## src/rtl/hazard_ctrl_if.sv

```systemverilog
// Hazard-control bundle between pipeline datapath (master) and hazard_ctrl (slave).
interface hazard_ctrl_if;
    logic [4:0]  id_Rs;
    logic [4:0]  id_Rt;
    logic        id_uses_rt;
    logic        ex_MemRead;
    logic [4:0]  ex_wreg;
    logic        ex_div_start;
    logic        branch_taken;
    logic        mem_req;
    logic        mem_ack;
    logic        stall_pc;
    logic        stall_if_id;
    logic        hold_id_ex;
    logic        bubble_id_ex;
    logic        hold_ex_mem;
    logic        flush_if_id;
    logic [1:0]  ctrl_state;
    logic [15:0] stall_cycles;

    modport master (
        output id_Rs, id_Rt, id_uses_rt, ex_MemRead, ex_wreg, ex_div_start,
               branch_taken, mem_req, mem_ack,
        input  stall_pc, stall_if_id, hold_id_ex, bubble_id_ex, hold_ex_mem,
               flush_if_id, ctrl_state, stall_cycles
    );

    modport slave (
        input  id_Rs, id_Rt, id_uses_rt, ex_MemRead, ex_wreg, ex_div_start,
               branch_taken, mem_req, mem_ack,
        output stall_pc, stall_if_id, hold_id_ex, bubble_id_ex, hold_ex_mem,
               flush_if_id, ctrl_state, stall_cycles
    );
endinterface

```

## src/rtl/hazard_ctrl.sv

```systemverilog
// Pipeline stall/flush controller: load-use, multi-cycle divide freeze, memory wait.
// Optional stall-cycle performance counter built only with HAZARD_PERF_CNT_EN defined.
module hazard_ctrl #(
    parameter int DIV_CYCLES = 32
) (
    input  logic         clk,
    input  logic         rst,
    hazard_ctrl_if.slave hif
);
    localparam int CW = $clog2(DIV_CYCLES);

    typedef enum logic [1:0] {
        RUN      = 2'd0,
        DIV_WAIT = 2'd1,
        MEM_WAIT = 2'd2,
        ILLEGAL  = 2'd3
    } state_t;

    state_t        state, state_nxt;
    logic [CW-1:0] cnt, cnt_nxt;
    logic          memstall, loaduse;
    logic          fe_stall, hold_idex, bubble, hold_exm;

    assign memstall = hif.mem_req & ~hif.mem_ack;
    assign loaduse  = hif.ex_MemRead & (hif.ex_wreg != 5'd0) &
                      ((hif.ex_wreg == hif.id_Rs) |
                       (hif.id_uses_rt & (hif.ex_wreg == hif.id_Rt)));

    always_ff @(posedge clk) begin
        if (!rst) begin
            state <= RUN;
            cnt   <= '0;
        end else begin
            state <= state_nxt;
            cnt   <= cnt_nxt;
        end
    end

    always_comb begin
        state_nxt = state;
        cnt_nxt   = cnt;
        fe_stall  = 1'b0;
        hold_idex = 1'b0;
        bubble    = 1'b0;
        hold_exm  = 1'b0;
        unique case (state)
            RUN: begin
                if (memstall) begin
                    fe_stall  = 1'b1;
                    hold_idex = 1'b1;
                    hold_exm  = 1'b1;
                    state_nxt = MEM_WAIT;
                end else if (hif.ex_div_start) begin
                    // the start cycle is the first of DIV_CYCLES freeze cycles
                    fe_stall  = 1'b1;
                    hold_idex = 1'b1;
                    cnt_nxt   = CW'(DIV_CYCLES - 1);
                    state_nxt = DIV_WAIT;
                end else if (loaduse) begin
                    fe_stall = 1'b1;
                    bubble   = 1'b1;
                end
            end
            DIV_WAIT: begin
                hold_exm = memstall;
                if (cnt != '0) begin
                    fe_stall  = 1'b1;
                    hold_idex = 1'b1;
                    cnt_nxt   = cnt - CW'(1);
                end else if (memstall) begin
                    fe_stall  = 1'b1;
                    hold_idex = 1'b1;
                end else begin
                    state_nxt = RUN;
                end
            end
            MEM_WAIT: begin
                if (!hif.mem_ack) begin
                    fe_stall  = 1'b1;
                    hold_idex = 1'b1;
                    hold_exm  = 1'b1;
                end else begin
                    state_nxt = RUN;
                end
            end
            default: begin
                state_nxt = RUN;
                cnt_nxt   = '0;
            end
        endcase
    end

    // outputs forced low while reset is held, independent of the registered state
    assign hif.stall_pc     = rst & fe_stall;
    assign hif.stall_if_id  = rst & fe_stall;
    assign hif.hold_id_ex   = rst & hold_idex;
    assign hif.bubble_id_ex = rst & bubble;
    assign hif.hold_ex_mem  = rst & hold_exm;
    assign hif.flush_if_id  = rst & hif.branch_taken & ~fe_stall;
    assign hif.ctrl_state   = state;

`ifdef HAZARD_PERF_CNT_EN
    logic [15:0] stall_cnt;

    always_ff @(posedge clk) begin
        if (!rst)
            stall_cnt <= 16'd0;
        else if (fe_stall && stall_cnt != 16'hFFFF)
            stall_cnt <= stall_cnt + 16'd1;
    end

    assign hif.stall_cycles = stall_cnt;
`else
    assign hif.stall_cycles = 16'd0;
`endif

endmodule

```

## src/flat_wrapper.sv

```systemverilog
// flat-port wrapper written by rule: the top's interface ports become plain ports
module hazard_ctrl_flat 
#(
    parameter int DIV_CYCLES = 32
)
  (clk, rst, hif_id_Rs, hif_id_Rt, hif_id_uses_rt, hif_ex_MemRead, hif_ex_wreg, hif_ex_div_start, hif_branch_taken, hif_mem_req, hif_mem_ack, hif_stall_pc, hif_stall_if_id, hif_hold_id_ex, hif_bubble_id_ex, hif_hold_ex_mem, hif_flush_if_id, hif_ctrl_state, hif_stall_cycles);
  hazard_ctrl_if hif_i ();
  input  logic clk;
  input  logic rst;
  input wire logic [$bits(hif_i.id_Rs)-1:0] hif_id_Rs;
  input wire logic [$bits(hif_i.id_Rt)-1:0] hif_id_Rt;
  input wire logic [$bits(hif_i.id_uses_rt)-1:0] hif_id_uses_rt;
  input wire logic [$bits(hif_i.ex_MemRead)-1:0] hif_ex_MemRead;
  input wire logic [$bits(hif_i.ex_wreg)-1:0] hif_ex_wreg;
  input wire logic [$bits(hif_i.ex_div_start)-1:0] hif_ex_div_start;
  input wire logic [$bits(hif_i.branch_taken)-1:0] hif_branch_taken;
  input wire logic [$bits(hif_i.mem_req)-1:0] hif_mem_req;
  input wire logic [$bits(hif_i.mem_ack)-1:0] hif_mem_ack;
  output wire logic [$bits(hif_i.stall_pc)-1:0] hif_stall_pc;
  output wire logic [$bits(hif_i.stall_if_id)-1:0] hif_stall_if_id;
  output wire logic [$bits(hif_i.hold_id_ex)-1:0] hif_hold_id_ex;
  output wire logic [$bits(hif_i.bubble_id_ex)-1:0] hif_bubble_id_ex;
  output wire logic [$bits(hif_i.hold_ex_mem)-1:0] hif_hold_ex_mem;
  output wire logic [$bits(hif_i.flush_if_id)-1:0] hif_flush_if_id;
  output wire logic [$bits(hif_i.ctrl_state)-1:0] hif_ctrl_state;
  output wire logic [$bits(hif_i.stall_cycles)-1:0] hif_stall_cycles;
  assign hif_i.id_Rs = hif_id_Rs;
  assign hif_i.id_Rt = hif_id_Rt;
  assign hif_i.id_uses_rt = hif_id_uses_rt;
  assign hif_i.ex_MemRead = hif_ex_MemRead;
  assign hif_i.ex_wreg = hif_ex_wreg;
  assign hif_i.ex_div_start = hif_ex_div_start;
  assign hif_i.branch_taken = hif_branch_taken;
  assign hif_i.mem_req = hif_mem_req;
  assign hif_i.mem_ack = hif_mem_ack;
  assign hif_stall_pc = hif_i.stall_pc;
  assign hif_stall_if_id = hif_i.stall_if_id;
  assign hif_hold_id_ex = hif_i.hold_id_ex;
  assign hif_bubble_id_ex = hif_i.bubble_id_ex;
  assign hif_hold_ex_mem = hif_i.hold_ex_mem;
  assign hif_flush_if_id = hif_i.flush_if_id;
  assign hif_ctrl_state = hif_i.ctrl_state;
  assign hif_stall_cycles = hif_i.stall_cycles;
  hazard_ctrl #(.DIV_CYCLES(DIV_CYCLES)) u_core (.clk(clk), .rst(rst), .hif(hif_i));
endmodule
```

## config.mk

```make
export PLATFORM = sky130hd
export DESIGN_NAME = hazard_ctrl_flat
export DESIGN_NICKNAME = d
export VERILOG_FILES = /design/src/rtl/hazard_ctrl_if.sv /design/src/rtl/hazard_ctrl.sv /design/src/flat_wrapper.sv
export SDC_FILE = /design/constraint.sdc
export NUM_CORES = 1
export LEC_CHECK = 0
export BUFFER_PORTS_ARGS = -buffer_cell sky130_fd_sc_hd__buf_2
export CORE_MARGIN = 2
export CORE_UTILIZATION = 43
export CTS_CLUSTER_DIAMETER = 60
export DETAILED_ROUTE_END_ITERATION = 10
export PLACE_DENSITY = 0.9
export RECOVER_POWER = 25
export SETUP_SLACK_MARGIN = 0.3
export SYNTH_ARGS = -nofsm -noshare
export SYNTH_HDL_FRONTEND = slang
export SYNTH_SLANG_ARGS = --single-unit
```

## constraint.sdc

```tcl
create_clock -name clk -period 2.3 [get_ports clk]
set_clock_uncertainty 0.05 [all_clocks]
set_input_delay 0.115 -clock clk [delete_from_list [all_inputs] [get_ports clk]]
set_output_delay 0.115 -clock clk [all_outputs]
set_load 0.02 [all_outputs]
```

==> results.py, run 1 <==
metrics = {
    "run_status": {
        "status": "finished clean",
    },
    "layout": {
        "final_cell_area_um2": 962.2,
        "fin_nets": 155,
        "antennaDiodeCount": 0,
        "area_delta_synth_final_pct": 17.94,
        "drive_above_1_share_pct": 35.66,
    },
    "placed_design": {
        "gp_congestion": 0.7805,
        "place_area_um2": 894.6,
        "dpl.hpwl_um": 1384,
        "io_buffers": 30,
    },
    "clock_network": {
        "h-tree-depth": 1,
        "root_buffer": "clkbuf_4",
        "worstSkewPairLatency_ns": 0.26,
        "clock-sinks": 7,
        "cts_buffer_depth": 2,
        "cts-buffers-inserted": 3,
        "cts_tree": "yes",
        "path_clk_slew_ns": 0.06,
    },
    "floorplanning": {
        "start_util_pct": 46.24,
        "core.rowCount": 15,
        "die_w_um": 47.56,
        "fp.dieArea_um2": 2261,
        "fp.dieH_um": 47.56,
        "boundaryPins": 47,
        "coreArea_um2": 1764,
    },
    "grt": {
        "grt_pass1_wl_um": 2477,
        "grt_remaining_overflow": 0,
        "track_usage_pct": 15.80,
        "grt_max_degree": 15,
        "grt_pass1_vias": 611,
        "antenna_found_initial": 0,
    },
    "sta": {
        "hold_ws_ns": 0.08098,
        "period_share_pct": 88.73,
        "slew_headroom_pct": 63.32,
        "finalSetupViolCount": 0,
        "rsz0062_at_grt": "yes",
        "fmax_mhz": 490.0,
        "fin_setup_tns_ns": 0,
        "drv_slew": 0,
        "tightest_slew_ns": 0.5495,
        "timing.final.crit_period_ns": 2.041,
        "hold_viol": 0,
    },
    "routing": {
        "drc": 0,
        "ant_nets": 0,
        "dr.pass1.iters": 5,
        "vias": 766,
        "totalWireLength_um": 1825,
        "drt_iter0_markers": 12,
        "wl_per_cell_um": 11.85,
        "drt-vias-per-instance": 4.974,
    },
    "power": {
        "p_per_area_nw_per_um2": 545.3,
        "seqPwrFrac_pct": 31.1,
        "switching_power_w": 0.0002113,
        "ir_drop_mv": 0.3672,
        "p_int_w": 0.0003134,
        "p_sw_share_pct": 40.28,
        "p_leak_nw": 0.4594,
        "combPwrFrac_pct": 46.0,
        "clock_power_share_pct": 22.9,
    },
    "setup_path": {
        "required_ns": 2.13,
        "r2r-start": "u_core.cnt[0]",
        "cp_top_family": "compound AO/OA/AOI/OAI gates",
        "cpPeakStageDelay_ns": 0.49,
        "r2r_slack_ns": 0.45,
        "startpoint_type": "flip-flop",
        "cp.depth": 7,
        "cp_cell_sequence": "inv_2 -> ha_1 -> or4b_4 -> a21oi_4 -> o2111ai_1 -> o21ba_1 -> buf_6",
        "cp_slowest_cell": "or4b_4",
        "path_max_fanout": 2,
        "reg2reg_depth": 7,
        "crit_path_end_kind": "primary output",
        "cp_num_buf_inv": 2,
        "criticalPathCategory": "flip-flop to primary output",
        "crit_arrival_ns": 1.88,
        "worstSetupStartpoint": "u_core.cnt[0]",
        "setup.worst_path.end": "hif_flush_if_id",
        "timing.rr.end": "u_core.cnt[3]",
    },
    "yosys": {
        "synth_flop_cell": "dfxtp_1",
        "async_flop_share_pct": 0,
        "avgSynthCellArea_um2": 8.324,
        "syn_area_um2": 815.8,
        "ys_ff_latch": 7,
        "ys_warn_count": 0,
        "yosys.area.top_type": "buf_4",
        "synthCells": 98,
        "synth_edf_count": 0,
        "yosysSeqAreaShare_pct": 17.18,
        "synth.distinct_cells": 39,
        "synth_top_area_share_pct": 17.48,
        "synth_area_leaders": "buf_4, dfxtp_1, xor2_1",
    },
    "hold_path": {
        "hold_class": "input port to flip-flop",
    },
    "job": {
        "cap_violations": 0,
    },
}
[what timing repair did]
action | in CTS | in global routing
resized for setup | 7 | 1
buffers inserted | 3 | 0
gates cloned | 0 | 0
hold buffers | 0 | 0
setup endpoints to repair | 4 | 4
pin swaps | 1 | 0
[state kept, by name, summed over array words and instances, names as in the netlist]
register / cells
u_core.cnt: 5
u_core.hif.ctrl_state: 2
[cells in the final DEF, fill, tap and decap left out, drive strengths merged, types with 3 or more instances in the layout]
master | Yosys | final
buf | 21 | 31
conb | 1 | 16
xor2 | 9 | 9
dfxtp | 7 | 7
nor2 | 6 | 6
a21oi | 6 | 6
nand2b | 5 | 5
clkbuf | 0 | 5
inv | 4 | 4
nor3 | 3 | 3
nand2 | 3 | 3
o21ai | 3 | 3
[routing by layer]
metal	GRT usage (%)	vias to the layer above	routed length [um]
li1	-	378	-
met1	18.47	356	714
met2	26.22	28	970
met3	2.264	4	94
met4	11.35	0	46
met5	0	-	0
[layout make-up]
class / instances / area (um^2)
tap: 25 / 31.28
sequential: 7 / 142.6
timing repair buffer: 33 / 176.4
inverter: 4 / 15.01
clock inverter: 1 / 5.005
fill: 161 / 802.0
multi-input combinational: 81 / 569.3
clock buffer: 3 / 22.52
[stage by stage]
step                utilization, %  setup slack [ns]  power (W)  cells
global route                 54.54            0.1616  0.0005583    154
global placement             50.71            0.4562  0.0003722    147
CTS                          54.26            0.2665  0.0005216    154
finish                       54.54            0.2593  0.0005247    154
detailed placement           50.71            0.4167  0.0003798    147
floorplan                        -            0.4243  0.0003537    113
[cell families after synthesis]
family | synth area share (%)
AND/OR/NAND/NOR | 19.33
flip-flops | 17.18
other | 0.4597
XOR/XNOR | 11.81
multiplexers | 1.227
AO/OA/AOI/OAI | 25.61
adder cells (fa/ha/maj) | 3.067
buffers and inverters | 21.32
[power groups by stage]
stage / Sequential, W / Clock [W] / Combinational, W
CTS: 0.000162 / 0.000123 / 0.000237
global placement: 0.000163 / 0 / 0.000209
floorplan: 0.000158 / 0 / 0.000196
finish: 0.000163 / 0.000120 / 0.000242
detailed placement: 0.000164 / 0 / 0.000216
global route: 0.000165 / 0.000129 / 0.000263
[cell usage after synthesis, types with 2 or more instances]
cell type / n
nor3_1: 3
o221a_1: 2
nand3_1: 2
a221o_1: 2
dfxtp_1: 7
a21o_1: 2
nor4_1: 2
o21ai_0: 2
nand2b_1: 4
xnor2_1: 2
xor2_1: 9
nand2_1: 3
a21oi_1: 5
buf_4: 19
nor2_1: 6
ha_1: 2
inv_1: 4
[how the worst min path moves through the flow]
stage	from	endpoint	depth (start not counted)
detailed placement	hif_ex_div_start	u_core.hif.ctrl_state[0]	3
floorplan	hif_ex_div_start	u_core.hif.ctrl_state[0]	2
global placement	hif_mem_req	u_core.hif.ctrl_state[1]	3
finish	hif_ex_div_start	u_core.hif.ctrl_state[0]	3
global route	hif_ex_div_start	u_core.hif.ctrl_state[0]	3
CTS	hif_ex_div_start	u_core.hif.ctrl_state[0]	3
[worst min-delay path: cells and delay by family]
family / cells / cell delay (ns)
compound gates: 1 / 0.05
buf+inv: 1 / 0.13
simple gates: 1 / 0.05
No activity file was read; power rests on OpenSTA's default activity.
==> run 2: changes to the inputs <==
--- a/config.mk
+++ b/config.mk
@@ -11,7 +11,7 @@
 export CTS_CLUSTER_DIAMETER = 60
 export DETAILED_ROUTE_END_ITERATION = 10
 export PLACE_DENSITY = 0.9
-export RECOVER_POWER = 25
+export RECOVER_POWER = 100
 export SETUP_SLACK_MARGIN = 0.3
 export SYNTH_ARGS = -nofsm -noshare
 export SYNTH_HDL_FRONTEND = slang
==> constraint.sdc (replaced) <==
create_clock -name clk -period 2.1 [get_ports clk]
set_clock_uncertainty 0.05 [all_clocks]
set_input_delay 0.105 -clock clk [delete_from_list [all_inputs] [get_ports clk]]
set_output_delay 0.105 -clock clk [all_outputs]
set_load 0.02 [all_outputs]
==> results.py, run 2 (synthesis gave the netlist of run 1 again) <==
metrics = {
    "setup_path": {
        "crit_arrival_ns": 1.87,
        "startpoint_type": "flip-flop",
        "crit_path_end_kind": "primary output",
        "criticalPathCategory": "flip-flop to primary output",
        "reg2reg_depth": 6,
        "required_ns": 1.95,
        "path_max_fanout": 3,
    },
    "sta": {
        "timing.final.crit_period_ns": 2.030,
        "rsz0062_at_grt": "yes",
        "drv_slew": 0,
        "setup_slack_ns": 0.07032,
        "hold_viol": 0,
        "period_share_pct": 96.65,
        "hold_ws_ns": 0.06516,
        "finalSetupViolCount": 0,
        "fmax_mhz": 492.7,
    },
    "power": {
        "p_per_area_nw_per_um2": 586.9,
        "ir_drop_mv": 0.4046,
        "power.total_w": 0.0005772,
        "p_leak_nw": 0.4667,
    },
    "job": {
        "cap_violations": 0,
    },
    "clock_network": {
        "cts-buffers-inserted": 3,
        "cts_tree": "yes",
        "worstSkewPairLatency_ns": 0.26,
        "clock-sinks": 7,
        "root_buffer": "clkbuf_4",
        "cts_buffer_depth": 2,
        "path_clk_slew_ns": 0.06,
        "h-tree-depth": 1,
    },
    "layout": {
        "largest_register_ffs": 5,
        "fin_nets": 155,
        "final_cell_area_um2": 983.4,
        "drive_above_1_share_pct": 39.53,
        "n_fill_cell": 189,
        "multiInputGateArea_um2": 581.8,
        "seq_area_um2": 145.1,
        "fin_cells": 154,
        "layout_common_cells": "buf_2, conb_1, xor2_1, nor2_1, buf_4",
        "area_delta_synth_final_pct": 20.55,
        "antennaDiodeCount": 0,
        "final_common_cell": "buf_2",
        "regMostFlops": "u_core.cnt",
    },
    "floorplanning": {
        "fp.dieH_um": 47.56,
        "coreArea_um2": 1764,
        "fp.dieArea_um2": 2261,
        "die_w_um": 47.56,
        "boundaryPins": 47,
        "core.rowCount": 15,
        "start_util_pct": 46.24,
    },
    "hold_path": {
        "hold_class": "input port to flip-flop",
        "hold_depth": 3,
    },
    "placed_design": {
        "dp.cells": 148,
        "gp_congestion": 0.8483,
        "place_area_um2": 912.1,
        "pre_cts_slack_ns": 0.2453,
        "io_buffers": 30,
        "dpl.hpwl_um": 1336,
    },
    "routing": {
        "dr.pass1.iters": 4,
        "drt_iter0_markers": 7,
        "totalWireLength_um": 1800,
        "wl_per_cell_um": 11.69,
        "ant_nets": 0,
        "vias": 760,
        "drc": 0,
        "drt-vias-per-instance": 4.935,
    },
    "grt": {
        "antenna_found_initial": 0,
        "grt_max_degree": 14,
        "grt_pass1_vias": 652,
        "grt_pass1_wl_um": 2753,
        "grt_remaining_overflow": 0,
        "track_usage_pct": 17.59,
    },
    "run_status": {
        "status": "finished clean",
    },
}
## run 2: final timing paths
kind / start / end / slack (ns)
hold reg to reg: u_core.hif.ctrl_state[1] / u_core.hif.ctrl_state[1] / 0.49
hold / removal: hif_mem_req / u_core.hif.ctrl_state[1] / 0.07
setup / recovery: u_core.cnt[0] / hif_flush_if_id / 0.07
setup reg to reg: u_core.cnt[0] / u_core.cnt[3] / 0.38
## run 2: through the flow
| step | TNS (ns) | utilization [%] |
|---|---|---|
| floorplan | 0 | - |
| global placement | 0 | 51.70 |
| detailed placement | 0 | 51.70 |
| CTS | 0 | 54.54 |
| global route | -0.03071 | 55.74 |
| finish | 0 | 55.74 |
## run 2: final cells by class
| type | instances | share of cell area (%) |
|---|---|---|
| multi-input combinational | 81 | 59.16 |
| sequential | 7 | 14.76 |
| timing repair buffer | 33 | 18.70 |
| clock buffer | 4 | 2.672 |
| inverter | 4 | 1.527 |
| tap | 25 | 3.181 |
## run 2: report_power, final
group | switching, W | internal (W) | leakage (nW)
registers | 0.0000257 | 0.000153 | 0.0594
clock network | 0.0000573 | 0.0000730 | 0.0150
logic | 0.000146 | 0.000122 | 0.392
## run 2: per-layer routing
metal	vias up	track usage, %	part of all wire (%)
met3	5	7.170	6.6
met1	344	18.55	39
met5	-	0	0
met4	0	4.865	1.2
li1	377	-	-
met2	34	32.16	53
## run 2: critical path, stage by stage, from the launching register on
cell,delay (ns)
dfxtp_2,0.32
inv_2,0.06
ha_1,0.12
or4b_4,0.50
a21oi_4,0.15
o2111ai_1,0.11
o21ba_4,0.24
buf_6,0.11
## run 2: timing repair
action,in CTS,in global routing
setup buffers,2,0
hold buffers,0,0
pin swaps,1,0
gates resized for setup,6,7
setup endpoints to repair,4,6
==> run 3: changes to the inputs <==
--- a/config.mk
+++ b/config.mk
@@ -7,12 +7,14 @@
 export LEC_CHECK = 0
 export BUFFER_PORTS_ARGS = -buffer_cell sky130_fd_sc_hd__buf_2
 export CORE_MARGIN = 2
-export CORE_UTILIZATION = 43
+export CORE_UTILIZATION = 45
+export CTS_BUF_LIST = sky130_fd_sc_hd__clkbuf_8
 export CTS_CLUSTER_DIAMETER = 60
 export DETAILED_ROUTE_END_ITERATION = 10
-export PLACE_DENSITY = 0.9
+export PLACE_DENSITY = 0.93
 export RECOVER_POWER = 100
 export SETUP_SLACK_MARGIN = 0.3
 export SYNTH_ARGS = -nofsm -noshare
 export SYNTH_HDL_FRONTEND = slang
 export SYNTH_SLANG_ARGS = --single-unit
+export TNS_END_PERCENT = 50
==> constraint.sdc (replaced) <==
create_clock -name clk -period 2.11 [get_ports clk]
set_clock_uncertainty 0.05 [all_clocks]
set_input_delay 0.1055 -clock clk [delete_from_list [all_inputs] [get_ports clk]]
set_output_delay 0.1055 -clock clk [all_outputs]
set_load 0.02 [all_outputs]
==> results.py, run 3 (synthesis gave the netlist of run 1 again) <==
metrics = {
    "sta": {
        "hold_ws_ns": 0.1164,
        "fin_setup_tns_ns": 0,
        "period_share_pct": 97.44,
        "drv_slew": 0,
        "fmax_mhz": 486.4,
        "tightest_slew_ns": 0.5194,
        "hold_viol": 0,
        "rsz0062_at_grt": "yes",
        "slew_headroom_pct": 65.33,
        "finalSetupViolCount": 0,
        "timing.final.crit_period_ns": 2.056,
    },
    "floorplanning": {
        "boundaryPins": 47,
        "core.rowCount": 15,
        "fp.dieH_um": 46.58,
        "die_w_um": 46.58,
        "start_util_pct": 47.77,
        "fp.dieArea_um2": 2169,
        "coreArea_um2": 1708,
    },
    "setup_path": {
        "required_ns": 1.95,
        "worstSetupStartpoint": "u_core.cnt[1]",
        "crit_arrival_ns": 1.90,
        "crit_path_end_kind": "primary output",
        "criticalPathCategory": "flip-flop to primary output",
        "startpoint_type": "flip-flop",
        "r2r-start": "u_core.cnt[1]",
        "path_max_fanout": 3,
    },
    "power": {
        "p_per_area_nw_per_um2": 666.2,
        "p_leak_nw": 0.5099,
        "ir_drop_mv": 0.6015,
        "power.total_w": 0.0007110,
    },
    "grt": {
        "antenna_found_initial": 0,
        "grt_max_degree": 14,
        "grt_remaining_overflow": 0,
        "track_usage_pct": 18.75,
        "grt_pass1_vias": 673,
        "grt_pass1_wl_um": 2953,
    },
    "hold_path": {
        "hold_class": "input port to flip-flop",
        "hold_start": "hif_mem_req",
    },
    "clock_network": {
        "clock-sinks": 7,
        "ctsHoldBuffers": 0,
        "root_buffer": "clkbuf_8",
        "path_clk_slew_ns": 0.05,
        "worstSkewPairLatency_ns": 0.23,
        "cts-buffers-inserted": 3,
        "h-tree-depth": 1,
        "cts_tree": "yes",
        "cts_buffer_depth": 2,
    },
    "layout": {
        "regMostFlops": "u_core.cnt",
        "layout_common_cells": "buf_2, conb_1, xor2_1, buf_4, nor2_1",
        "antennaDiodeCount": 0,
        "fin_nets": 164,
        "largest_register_ffs": 5,
        "n_fill_cell": 148,
        "final_common_cell": "buf_2",
        "drive_above_1_share_pct": 39.86,
        "area_delta_synth_final_pct": 30.83,
    },
    "routing": {
        "vias": 846,
        "wl_per_cell_um": 14.39,
        "drt_iter0_markers": 41,
        "totalWireLength_um": 2346,
        "drt-vias-per-instance": 5.190,
        "drc": 0,
        "dr.pass1.iters": 4,
        "ant_nets": 0,
    },
    "placed_design": {
        "io_buffers": 30,
        "gp_congestion": 0.8693,
        "dpl.hpwl_um": 1495,
    },
    "job": {
        "cap_violations": 0,
    },
    "run_status": {
        "status": "finished clean",
    },
}
==> run 3: routing by layer <==
metal / vias to the layer above / share of wire (%) / global-route usage [%]
met4: 0 / 2.0 / 6.857
met3: 6 / 5.6 / 1.176
met2: 47 / 55 / 33.06
li1: 395 / - / -
met1: 398 / 37 / 23.60
met5: - / 0 / 0
==> run 3: what timing repair did <==
item,4_1_cts,5_1_grt
pin swaps,1,6
gates resized for setup,8,6
setup endpoints to repair,4,9
gates cloned,0,0
buffers inserted,8,3
==> run 3: metrics by stage <==
step           worst slack, ns  instances  cell area, um^2  utilization (%)
2_1_floorplan           0.3066        113            878.3                -
3_3_place_gp            0.2997        148            908.4            53.19
3_5_place_dp            0.2604        148            908.4            53.19
4_1_cts                 0.1486        160             1027            60.15
5_1_grt                0.02641        163             1067            62.49
6_report               0.05408        163             1067            62.49
==> run 3: path summary, 6_finish.rpt <==
path         depth (start not counted)  slack (ns)                  endpoint
max                                  7        0.05           hif_flush_if_id
max reg2reg                          8        0.11             u_core.cnt[3]
min                                  3        0.12  u_core.hif.ctrl_state[1]
min reg2reg                          2        0.44             u_core.cnt[1]
==> run 3: worst max-delay path, cell delays in order, from the launching register on <==
cell       delay, ns
dfxtp_2         0.32
inv_2           0.06
ha_1            0.14
or4b_4          0.47
a21oi_2         0.17
o2111ai_1       0.13
o21ba_1         0.26
buf_6           0.12
==> run 3: layout make-up <==
cell class	count	area, um^2	share of cell area, %
multi-input cells	81	581.8	54.51
repair buffers	42	250.2	23.45
flip-flops and latches	7	142.6	13.36
clock buffers	3	41.29	3.869
well taps	25	31.28	2.931
inverters	4	15.01	1.407
clock inverters	1	5.005	0.4689
==> run 3: report_power, final <==
group	internal, W	switching [W]
clock	0.000129	0.0000664
sequential	0.000152	0.0000275
combinational	0.000164	0.000173
total	0.000444	0.000267
